`config.mk`:
```
export PLATFORM = sky130hd
export DESIGN_NAME = alu_serial_rx
export DESIGN_NICKNAME = d
export VERILOG_FILES = /design/src/rtl/alu_serial_rx.sv
export SDC_FILE = /design/constraint.sdc
export NUM_CORES = 1
export LEC_CHECK = 0
export CORE_MARGIN = 5
export CORE_UTILIZATION = 45
export DETAILED_ROUTE_END_ITERATION = 12
export PLACE_DENSITY = 0.69
export RECOVER_POWER = 25
export SETUP_SLACK_MARGIN = 0.15
export SKIP_LAST_GASP = 1
export SLEW_MARGIN = 40
export SYNTH_ARGS = -nofsm -noshare
export SYNTH_HDL_FRONTEND = slang
export SYNTH_SLANG_ARGS = --single-unit
export TNS_END_PERCENT = 5
```
`constraint.sdc`:
```
create_clock -name clk -period 1.6 [get_ports clk]
set_input_delay 0.32 -clock clk [delete_from_list [all_inputs] [get_ports clk]]
set_output_delay 0.32 -clock clk [all_outputs]
set_load 0.005 [all_outputs]
```
`src/rtl/alu_serial_rx.sv`:
```
// ALU-side receiver: deserializes 11-bit frames on sin into {A,B,op,err} packets.
// Define ALU_RX_CRC_CHECK_EN to build the CRC-4 checker; otherwise err_crc is tied 0.
module alu_serial_rx #(
  parameter int DATA_FRAMES = 8,
  parameter bit WAIT_IDLE   = 1'b1
) (
  input  logic        clk,
  input  logic        rst,
  input  logic        sin,
  output logic        out_valid,
  input  logic        out_ready,
  output logic [31:0] out_a,
  output logic [31:0] out_b,
  output logic [2:0]  out_op,
  output logic [2:0]  out_err,
  output logic        frame_err,
  output logic        overrun
);

  localparam int CNT_W = $clog2(DATA_FRAMES + 1);

  typedef enum logic [1:0] {WAIT_HI, IDLE, SHIFT} bit_state_t;

  bit_state_t       state;
  logic [3:0]       bit_cnt;
  logic [8:0]       sr;
  logic             frame_done;
  logic             frame_ctl;
  logic [7:0]       frame_byte;

  logic [63:0]      ab;
  logic [CNT_W-1:0] cnt;
  logic             cnt_full;
  logic [2:0]       cmd_op;
  logic             op_bad;
  logic             crc_bad;

  logic             pkt_done;
  logic [31:0]      pkt_a;
  logic [31:0]      pkt_b;
  logic [2:0]       pkt_op;
  logic [2:0]       pkt_err;

  // Start bit is consumed in IDLE; SHIFT collects ctl, 8 payload bits and the stop bit.
  always_ff @(posedge clk) begin
    if (rst) begin
      if (WAIT_IDLE) state <= WAIT_HI;
      else           state <= IDLE;
      bit_cnt    <= '0;
      sr         <= '0;
      frame_done <= 1'b0;
      frame_ctl  <= 1'b0;
      frame_byte <= '0;
      frame_err  <= 1'b0;
    end else begin
      frame_done <= 1'b0;
      frame_err  <= 1'b0;
      case (state)
        WAIT_HI: if (sin) state <= IDLE;
        IDLE: begin
          if (!sin) begin
            state   <= SHIFT;
            bit_cnt <= '0;
          end
        end
        SHIFT: begin
          if (bit_cnt == 4'd9) begin
            if (sin) begin
              frame_done <= 1'b1;
              frame_ctl  <= sr[8];
              frame_byte <= sr[7:0];
              state      <= IDLE;
            end else begin
              frame_err <= 1'b1;
              if (WAIT_IDLE) state <= WAIT_HI;
              else           state <= IDLE;
            end
          end else begin
            sr      <= {sr[7:0], sin};
            bit_cnt <= bit_cnt + 4'd1;
          end
        end
        default: state <= WAIT_HI;
      endcase
    end
  end

  assign cnt_full = (cnt == CNT_W'(DATA_FRAMES));
  assign cmd_op   = frame_byte[6:4];
  assign op_bad   = !(cmd_op inside {3'b000, 3'b001, 3'b100, 3'b101});

`ifdef ALU_RX_CRC_CHECK_EN
  function automatic logic [3:0] crc4(input logic [67:0] msg);
    logic [3:0] c;
    logic       fb;
    c = '0;
    for (int i = 67; i >= 0; i--) begin
      fb = c[3] ^ msg[i];
      c  = {c[2:0], 1'b0} ^ {2'b00, fb, fb};
    end
    return c;
  endfunction

  assign crc_bad = (crc4({ab, 1'b1, cmd_op}) != frame_byte[3:0]);
`else
  assign crc_bad = 1'b0;
`endif

  // Assemble operands; any packet emission (good or not) restarts the byte count.
  always_ff @(posedge clk) begin
    if (rst) begin
      ab       <= '0;
      cnt      <= '0;
      pkt_done <= 1'b0;
      pkt_a    <= '0;
      pkt_b    <= '0;
      pkt_op   <= '0;
      pkt_err  <= '0;
    end else begin
      pkt_done <= 1'b0;
      if (frame_err) begin
        cnt <= '0;
        ab  <= '0;
      end else if (frame_done) begin
        if (!frame_ctl && !cnt_full) begin
          ab  <= {ab[55:0], frame_byte};
          cnt <= cnt + 1'b1;
        end else begin
          pkt_done <= 1'b1;
          pkt_a    <= ab[63:32];
          pkt_b    <= ab[31:0];
          cnt      <= '0;
          ab       <= '0;
          if (!frame_ctl) begin
            pkt_op  <= 3'b000;
            pkt_err <= 3'b001;
          end else begin
            pkt_op  <= cmd_op;
            pkt_err <= {crc_bad && cnt_full, op_bad, !cnt_full};
          end
        end
      end
    end
  end

  // Output holding register: a completion that cannot be accepted is dropped and flagged.
  always_ff @(posedge clk) begin
    if (rst) begin
      out_valid <= 1'b0;
      out_a     <= '0;
      out_b     <= '0;
      out_op    <= '0;
      out_err   <= '0;
      overrun   <= 1'b0;
    end else begin
      overrun <= 1'b0;
      if (pkt_done) begin
        if (!out_valid || out_ready) begin
          out_valid <= 1'b1;
          out_a     <= pkt_a;
          out_b     <= pkt_b;
          out_op    <= pkt_op;
          out_err   <= pkt_err;
        end else begin
          overrun <= 1'b1;
        end
      end else if (out_valid && out_ready) begin
        out_valid <= 1'b0;
      end
    end
  end

endmodule

```
==> summary.md <==
| Metric | Value |
|---|---|
| RR Startpoint | cnt[1]$_SDFFE_PP0P_ |
| Core area | about 22000 um2 |
| Final worst slack | -0.06280 ns |
| Pint | 9299 uW |
| Hold WS | approximately 0.13 ns |
| EDFF count, synth | 0 |
| Post-synth ARST share | 0 |
| Area Growth Syn to Fin | 18.56% |
| Synth warn | 0 |
| # setup viols final | 61 |
| Leak pwr | around 0.004 uW |
| Diode count | 0 |
| Post-Route WL | about 21000 um |
| GP Congestion | approximately 0.77 |
| Worst-Skew Late Latency | just over 0.5 ns |
| Switch share | 0.2060 |
| Register bit total from synthesis | about 240 |
| Worst path bufs/invs | 1 |
| Layout cell share with drive strength beyond 1 | 0.07344 |
| Most frequent cells in the layout | 229 x dfxtp_1, 136 x nand2b_1, 95 x a21oi_1 |
| Ranking of synthesized cells by area | dfxtp_1 48%, nand2b_1 8.7%, mux2i_1 6.5%, o32a_1 5.8%, a21oi_1 4.8% |
| Die Y | between 150 and 200 um |
| Gate Count Post-Synth | approximately 1100 |
| Syn avg cell area | 8.714 um2 |
| Number of max-cap violations | 0 |
| Grt ovf | 0 |
| Routed vias/inst | around 5.3 |
| Psw | between 2000 and 2500 uW |
| Pin count of the biggest net entering global routing | approximately 110 |
| DRT Pass-1 Iters | 5 |
| Clock power share | 0.472 |
| Post-Syn Nets | around 1100 |
| Vias | 7687 |
| Fin crit period | about 1.7 ns |
| Hold Path End | out_a[6]$_SDFFE_PP0P_ |
| Antenna viol nets, final | 0 |
| Failing checks | negative setup slack |
| Final setup skew | 0.005778 ns |
| CP Launch Type | register |
| Global-route wire length before repair | 36050 um |
| CTS Hold Bufs | 0 |
| Htree depth | 1 |
| Outcome | finished with violations |
| R2r setup slk | -0.03 ns |
| HPWL after DPL | approximately 13000 um |
| Clock slew at reported path FFs | approximately 0.06 ns |
| Final TNS setup | -2.538 ns |
| Number of I/O pins | 77 |
| CP max-delay cell | clkdlybuf4s50_1 |
| Row count | 54 |
| Peak VDD IR | approximately 780 uV |
| PortBufs | between 70 and 80 |
| Hold/Removal Path Class | input pin to register |
| Peak per-stage delay on the critical path | a little over 0.5 ns |
| Crit Path Max Fanout | 2 |
| DIE AREA | roughly 25000 um2 |
| Seq/Total Area, Yosys | 0.4756 |
| Pre-CTS WS | -0.06927 ns |
| Total clock sinks | between 200 and 250 |
| Synth cell types | 40 |
| Worst Path Required | approximately 1.3 ns |
| Initial antenna violation count | 0 |
| Number of cells on the worst hold path | 2 |
| Most common cell after layout, fill and taps aside | dfxtp_1 |
| Longest Clk Path Bufs | 3 |
| Delay-heaviest family, CP | buffers and inverters |
| Post-CTS Setup Bufs | 0 |
| RSZ-0062 raised after global routing | yes |
| Hold Fails Final Rpt | 0 |
| Fin crit share | 1.039 |
| Logic pwr share | 0.027 |
| CP cell instances | clkdlybuf4s50_1 |
| Vias in the first global route | 7260 |
| Mapped Area | a little under 10000 um2 |
| Max-slew violations | 0 |
| Reg2Reg Depth | 6 |
| # DRC | 0 |
| Tot Pwr | around 12000 uW |
| Register share of total power | 0.501 |
| Layout Utilization | 0.5390 |
| Die width | 158.3 um |
| Critical path data arrival time | around 1.3 ns |
| Critical Path End Type | output pin |
| PwrDens | ~1000 nW/um2 |
| Share of the synthesized area in the top cell type | 0.4756 |
| Maximum clock rate | roughly 0.60 GHz |
| Worst-Margin Slew | about 0.5 ns |
| Hold_sp | rst |
| RR Endpoint | pkt_b[4]$_SDFFE_PP0P_ |
| Yosys top cell by area | dfxtp_1 |
| Initial core utilization | 0.4546 |
| Ys flop type | dfxtp_1 |
| Total track usage | 0.1677 |
| Slew HR | 0.6648 |
| CTS Buf Count | 25 |
| CTS root buffer | clkbuf_16 |
| Final nets | between 1000 and 1500 |
| 1st-iter DRT viols | approximately 610 |
| CTS tree | done |
| Crit Path Category | register to output pin |
| WL/cell | roughly 14 um |
-- power groups by stage --
stage          sequential (uW)  combinational (uW)  clock [uW]
2_1_floorplan             6000                 239           0
3_3_place_gp              6000                 317           0
3_5_place_dp              6000                 316           0
4_1_cts                   5870                 316        5700
5_1_grt                   5870                 341        5940
6_report                  5870                 315        5530
-- cell usage after synthesis, types with 2 or more instances --
cell type	number
o32ai_1	8
ha_1	4
nand2b_1	137
a31oi_1	3
buf_4	2
nor2b_1	2
a21oi_1	95
or3b_2	2
or3_1	4
and2b_1	2
clkbuf_1	90
o32a_1	57
nand4b_1	2
o211ai_1	4
or4b_1	2
nand2_1	66
buf_6	12
and2_1	8
dfxtp_1	235
and3b_1	2
nor4_1	2
inv_1	71
o21a_1	3
buf_1	2
nor3_1	2
o21ai_1	5
o31ai_1	9
buf_2	8
o21ai_0	77
mux2i_1	64
nand4_1	11
nand3_1	79
nor2_1	58
-- metal layers --
metal / up-vias / global-route usage / share of wire
met3: 31 / 0.02365 / 0.040
met4: 0 / 0.03981 / 0.017
met2: 139 / 0.2692 / 0.46
li1: 3908 / - / -
met5: - / 0 / 0
met1: 3609 / 0.2405 / 0.49
-- sequential cells by signal, summed over array words and instances (netlist names) --
signal	count
cnt	4
overrun	1
pkt_a	32
out_b	32
pkt_err	2
frame_done	1
pkt_done	1
sr	9
state	2
ab	64
pkt_op	3
frame_err	1
pkt_b	32
out_a	32
frame_byte	8
frame_ctl	1
bit_cnt	4
out_op	3
out_err	2
out_valid	1
-- worst max-delay path by stage --
stage / start / to / slack (ns) / depth (start not counted)
after floorplan: cnt[0]$_SDFFE_PP0P_ / pkt_err[0]$_SDFFE_PP0P_ / 0.09 / 8
after global placement: sin / bit_cnt[3]$_SDFFE_PP0P_ / -0.006 / 4
after detailed placement: out_ready / out_b[18]$_SDFFE_PP0P_ / -0.07 / 5
after CTS: out_a[3]$_SDFFE_PP0P_ / out_a[3] / -0.09 / 1
after global routing: out_b[2]$_SDFFE_PP0P_ / out_b[2] / -0.11 / 1
final: out_a[30]$_SDFFE_PP0P_ / out_a[30] / -0.06 / 1
-- final cells by class --
cell class | count | area [um2]
fill | 1987 | 10030
sequential | 235 | 4717
multi-input combinational | 714 | 4393
timing repair buffer | 108 | 1200
clock buffer | 41 | 785.8
tap | 280 | 350.3
inverter | 71 | 266.5
clock inverter | 2 | 13.76
-- repair_timing --
| item | in CTS | in global routing |
|---|---|---|
| gates cloned | 0 | 0 |
| setup endpoints to repair | 203 | 224 |
| resized for setup | 14 | 11 |
-- cell families after synthesis --
family,after synthesis,share of synthesized area
and+or+nand+nor,384,0.2042
buffers and inverters,186,0.08159
DFF,235,0.4756
adders and majority gates,4,0.005060
other,1,0.0003791
AOI/OAI and AO/OA,261,0.1684
muxes,64,0.06477
-- per-stage QoR --
stage / instance area, um2 / std cells
after floorplan: 9899 / 1135
final: 11730 / 1451
after CTS: 11730 / 1451
after detailed placement: 10930 / 1408
after global placement: 10930 / 1408
after global routing: 11730 / 1451
No activity file was read; power rests on OpenSTA's default activity.
